File: src/rtl/eight_bit_sub_add.sv
// Registered 8-bit ripple adder/subtractor with carry/borrow in and out, 1-cycle latency.
// Define EIGHT_BIT_SUB_ADD_FLAGS_EN to add registered ZERO and OVF (signed overflow) outputs.

module eight_bit_sub_add_cell (
   input  logic i_a,
   input  logic i_b,
   input  logic i_c,
   output logic o_s,
   output logic o_c
);
   assign o_s = i_a ^ i_b ^ i_c;
   assign o_c = (i_a & i_b) | (i_a & i_c) | (i_b & i_c);
endmodule

module eight_bit_sub_add (
   input  logic       CLK,
   input  logic       RST_N,
   input  logic       IN_VALID,
   input  logic       SUB_ADD,
   input  logic [7:0] A,
   input  logic [7:0] B,
   input  logic       B_CIN,
   output logic [7:0] D_S,
   output logic       B_COUT,
   output logic       OUT_VALID
`ifdef EIGHT_BIT_SUB_ADD_FLAGS_EN
   ,
   output logic       ZERO,
   output logic       OVF
`endif
);

   logic [7:0] w_b_x;
   logic [7:0] w_sum;
   logic [8:0] w_carry;
   logic       w_b_cout;

   logic [7:0] r_d_s;
   logic       r_b_cout;
   logic       r_out_valid;

   // Subtract is A + ~B + ~borrow_in; the borrow out is the inverted final carry.
   assign w_b_x      = B ^ {8{SUB_ADD}};
   assign w_carry[0] = B_CIN ^ SUB_ADD;
   assign w_b_cout   = w_carry[8] ^ SUB_ADD;

   genvar g;
   generate
      for (g = 0; g < 8; g++) begin : g_chain
         eight_bit_sub_add_cell u_cell (
            .i_a (A[g]),
            .i_b (w_b_x[g]),
            .i_c (w_carry[g]),
            .o_s (w_sum[g]),
            .o_c (w_carry[g+1])
         );
      end
   endgenerate

   always_ff @(posedge CLK) begin
      if (!RST_N) begin
         r_d_s       <= 8'h00;
         r_b_cout    <= 1'b0;
         r_out_valid <= 1'b0;
      end else begin
         r_out_valid <= IN_VALID;
         if (IN_VALID) begin
            r_d_s    <= w_sum;
            r_b_cout <= w_b_cout;
         end
      end
   end

   assign D_S       = r_d_s;
   assign B_COUT    = r_b_cout;
   assign OUT_VALID = r_out_valid;

`ifdef EIGHT_BIT_SUB_ADD_FLAGS_EN
   logic r_zero;
   logic r_ovf;

   // Carry into vs. out of the sign bit differs exactly on signed overflow, for both modes.
   always_ff @(posedge CLK) begin
      if (!RST_N) begin
         r_zero <= 1'b0;
         r_ovf  <= 1'b0;
      end else if (IN_VALID) begin
         r_zero <= (w_sum == 8'h00);
         r_ovf  <= w_carry[8] ^ w_carry[7];
      end
   end

   assign ZERO = r_zero;
   assign OVF  = r_ovf;
`endif

endmodule

File: config.mk
export PLATFORM = sky130hd
export DESIGN_NAME = eight_bit_sub_add
export DESIGN_NICKNAME = d
export VERILOG_FILES = /design/src/rtl/eight_bit_sub_add.sv
export SDC_FILE = /design/constraint.sdc
export NUM_CORES = 1
export LEC_CHECK = 0
export CAP_MARGIN = 20
export CORE_MARGIN = 4
export CORE_UTILIZATION = 34
export DETAILED_ROUTE_END_ITERATION = 8
export GPL_ROUTABILITY_DRIVEN = 1
export PLACE_DENSITY_LB_ADDON = 0.1
export SYNTH_ARGS = -nofsm -noshare
export SYNTH_HDL_FRONTEND = slang
export SYNTH_HIERARCHICAL = 1
export SYNTH_SLANG_ARGS = --single-unit
File: constraint.sdc
create_clock -name CLK -period 3.9 [get_ports CLK]
set_clock_uncertainty 0.2 [all_clocks]
set_input_delay 0.39 -clock CLK [delete_from_list [all_inputs] [get_ports CLK]]
set_output_delay 0.39 -clock CLK [all_outputs]
set_load 0.05 [all_outputs]
### Word-level counts from Yosys, hierarchy flattened

Index checks and enable logic that the tools add are counted.

* memory bits (read-only): 0
* memory bits (writable): 0
* flip-flop bits (word level): 10
* logic and storage cells: 62
* input port bits: 21
* memories kept: 0
* bits in latches: 0

* bitwise gates (word level): 59
* mux-type cells: 0
* equal/unequal tests: 0
* reductions and logical operators: 0
* div/mod/pow operators: 0
* multipliers: 0
* shift-type cells: 0
* add/sub/neg operators: 0
* $lt $le $gt $ge: 0

Operators by type and width (number)
* $and 1x1->1: 24
* $xor 1x1->1: 18
* $or 1x1->1: 16
* $xor 8x8->8: 1

### Depth between registers and ports, before layout

* depth after elaboration: 26
* gate-level depth with buffers: 12
* mapped depth without buffers: 11

### Cells and area by module

Netlist, hierarchy kept.

Modules (own cells, without submodules)
* eight_bit_sub_add: area each 457.9 µm², sequential area each 200.2 µm², cells an instance 41, instances 1
* eight_bit_sub_add_cell: area each 20.0 µm², sequential area each 0.0 µm², cells an instance 1, instances 8

### Worst setup path after synthesis

No wires, ideal clock.

* path type: input to register
* start: input SUB_ADD
* end: register r_d_s[7], in the netlist D_S[7]
* path buffers: 1
* required time: 3583 ps
* arrival: 3971 ps
* setup time: 117 ps
* path slack: -388 ps
* stages: 12
* path through: buf_6 -> xor2_1 -> fa_1 -> fa_1 -> fa_1 -> fa_1 -> fa_1 -> fa_1 -> fa_1 -> fa_1 -> mux2i_1 -> nor2b_1

* word-level cells in the longest chain between the ends: 23
* elaborated cells on any way between the ends: 39
* those cells by class: bitwise: 39

Ends and longest elaborated chain
* start, declared: line 19 `input logic SUB_ADD,`
* $xor 8x8->8 (*): line 43 `assign w_b_x = B ^ {8{SUB_ADD}};`
* named net w_b_x[0]: line 33 `logic [7:0] w_b_x;`
* $and 1x1->1: line 12 `assign o_c = (i_a & i_b) | (i_a & i_c) | (i_b & i_c);`
* $or 1x1->1: line 12
* $or 1x1->1 (*): line 12
* named net w_carry[1]: line 35 `logic [8:0] w_carry;`
* $and 1x1->1: line 12
* $or 1x1->1: line 12
* [... 1 more ...]
* named net w_carry[2]: line 35
* [... 3 more ...]
* named net w_carry[3]: line 35
* [... 3 more ...]
* named net w_carry[4]: line 35
* [... 3 more ...]
* named net w_carry[5]: line 35
* [... 2 more ...]
* $or 1x1->1 (*): line 12
* named net w_carry[6]: line 35
* $and 1x1->1: line 12
* $or 1x1->1: line 12
* $or 1x1->1 (*): line 12
* named net w_carry[7]: line 35
* $xor 1x1->1 (*): line 11 `assign o_s = i_a ^ i_b ^ i_c;`
* named net w_sum[7]: line 34 `logic [7:0] w_sum;`
* end signal, assigned: line 68 `r_d_s <= w_sum;`
* end, declared: line 38 `logic [7:0] r_d_s;`

Mark *: on every way through the listed nets, which the timed path passes. The rest lies on a longest branch.
A chain may end at the register's enable or synchronous reset.

### Worst setup path in the final report

Ends and elaborated chain as after synthesis.

==> flow_metrics.tcl <==
set metrics [dict create \
    status "finished, final reports clean" \
    num_antenna_cells 0 \
    start_util_pct 35.8 \
    crit_path_end_kind "flop" \
    syn_area_per_cell_um2 12.6 \
    grt_max_degree 12 \
    wl_per_cell_um 11.1 \
    worst_path_most_repeated_cell "fa_2" \
    power.leakage_uw 0.000390 \
    crit_chain "buf_2 -> xor2_2 -> fa_2 -> fa_2 -> fa_2 -> fa_2 -> fa_2 -> fa_2 -> fa_2 -> fa_2 -> mux2i_1 -> nor2b_1" \
    syn_area_um2 618 \
    die_w_um 50.6 \
    rsz0062_at_grt "yes" \
    grt.total_usage_pct 11.0 \
    drive_above_1_share_pct 22.9 \
    pwr_density_cell_nw_per_um2 383 \
    syn_nets 78 \
    seq_power_share_pct 32.2 \
    regToRegSetupSlack_ps 3060 \
    final-hold-violation-count 0 \
    rows 15 \
    numClockSinks 10 \
    grt_pass1_vias 433 \
    clkTransAtPathRegs_ps 70 \
    numCtsBuffers 3 \
    drv_cap 0 \
    start_kind "input port" \
    synthToLayoutAreaGrowth_pct 60.1 \
    htreeDepth 1 \
    worstPathBufferInverterCount 1 \
    irDropWorstVdd_mv 0.348 \
    grt-ovfl-total 0 \
    arrival_ps 3860 \
    drtPass1Iterations 1 \
    io_pins 31 \
    clock_path_buffers 2 \
    grt_pass1_wl_um 1960 \
    dr_total_vias 450 \
    comb_power_share_pct 42.9 \
    cp_slowest_cell "fa_2" \
    die_h_um 50.6 \
    die_area_um2 2560 \
    layout_commonest_cell "clkdlybuf4s50_1" \
    routed_wl_um 1200 \
    hold_class "flop to flop" \
    crit_family "adder cells" \
    drc 0 \
    cts_hold_buf 0 \
    final-setup-viol-count 0 \
    ant_nets 0 \
    power.internal_uw 246 \
    instances_no_fill 108 \
    clock_power_share_pct 24.9 \
    synthCells 49 \
    yosys_warnings 6 \
    critical_path.max_stage_delay_ps 520 \
    placed_cells 104 \
    cts.root.buffer_cell "clkbuf_4" \
    cp.required_ps 3910 \
    fill_cells 169 \
    insertion_delay_ps 260 \
    swShare_pct 35.2 \
    final_cell_mix "clkdlybuf4s50_1 (26), dfxtp_1 (10)" \
    power_switching_uw 133 \
    worst_pin_slew_ps 560 \
    synth-seq-area-share_pct 32.4 \
    post_cts_buffers 0 \
    place_area_um2 960 \
    portBuffers 30 \
    register_area_um2 200 \
    antenna_found_initial 0 \
    fmax_mhz 260 \
    finalInstanceArea_um2 990 \
    ys_ff_latch 10 \
    period_share_pct 98.7 \
    path_max_fanout 4 \
    fin_crit_ps 3850 \
    critPathKind "input port to flop" \
    fp.coreArea_um2 1730 \
    drt_iter0_drc 0 \
    cts_tree "done" \
    ys_types 10 \
    multi_input_area_um2 423 \
    dp_hpwl_um 988 \
    final_nets 113 \
    gp_congestion 0.684 \
    relSlewSlack_pct 62.5 \
    slew_violations 0 \
    via_per_inst 4.17 \
]
[power by group through the flow]
stage	logic, uW	clock network [uW]	registers [uW]
CTS	166	98.9	122
detailed placement	167	0	124
finish	163	94.5	122
global placement	166	0	124
floorplan	57.4	0	171
global route	179	107	124
[final timing paths]
check	from	cells after the start	to
hold reg to reg	D_S[0]$_SDFFE_PN0P_	2	D_S[0]$_SDFFE_PN0P_
setup reg to reg	B_COUT$_SDFFE_PN0P_	2	B_COUT$_SDFFE_PN0P_
setup / recovery	SUB_ADD	12	D_S[7]$_SDFFE_PN0P_
hold / removal	D_S[0]$_SDFFE_PN0P_	2	D_S[0]$_SDFFE_PN0P_
[synth_stat cells]
cell | instances | area [um^2]
a21oi_1 | 1 | 5.00
xnor2_1 | 1 | 8.76
o21ai_0 | 1 | 5.00
fa_1 | 8 | 160
xor2_1 | 9 | 78.8
mux2i_1 | 8 | 80.1
dfxtp_1 | 10 | 200
nor2b_1 | 8 | 50.1
buf_6 | 2 | 22.5
and2_2 | 1 | 7.51
[through the flow]
stage / utilization [%] / setup TNS, ps / hold slack (ps) / power, uW / setup slack (ps)
after floorplan: - / -184 / 318 / 228 / -104
after CTS: 57.7 / -42.2 / 328 / 388 / -42.2
after detailed placement: 55.6 / -1490 / 310 / 291 / -615
after global routing: 57.3 / -44.4 / 361 / 410 / -44.4
after global placement: 55.6 / -1400 / 298 / 290 / -581
final: 57.3 / 0 / 320 / 379 / 48.8
[registers in the layout, indices dropped and copies added, names as in the netlist]
signal	cells
B_COUT	1
D_S	8
OUT_VALID	1
[cell type report]
type / count / area share, %
Multi-Input combinational cell: 37 / 42.7
Timing Repair Buffer: 32 / 30.2
Sequential cell: 10 / 20.2
Clock buffer: 4 / 3.67
Tap cell: 25 / 3.16
[worst register-to-register path: stages, from the launching register on]
cell     delay [ps]
dfxtp_1         310
o21ai_0         150
a21oi_1          50
[layer usage]
layer | global-route usage, % | vias up | wire length (um)
met5 | 0 | - | 0
met1 | 11.5 | 204 | 452
met4 | 5.38 | 0 | 12
met3 | 6.82 | 2 | 127
li1 | - | 224 | -
met2 | 17.2 | 20 | 607
[cell families (layout without fill, tap and decap cells)]
group / count (synthesis) / count (layout) / synth area share (%)
and+or+nand+nor: 9 / 9 / 9.31
muxes: 8 / 8 / 13.0
adders and majority gates: 8 / 8 / 25.9
AOI/OAI and AO/OA: 2 / 2 / 1.62
buffers and inverters: 2 / 36 / 3.64
xor gates and xnor gates: 10 / 10 / 14.2
DFF: 10 / 10 / 32.4
[timing repair]
action,CTS,global route
resized for setup,7,6
pin swaps,1,1
endpoints found under the setup margin,2,2
Power figures use the tool's default switching activity.
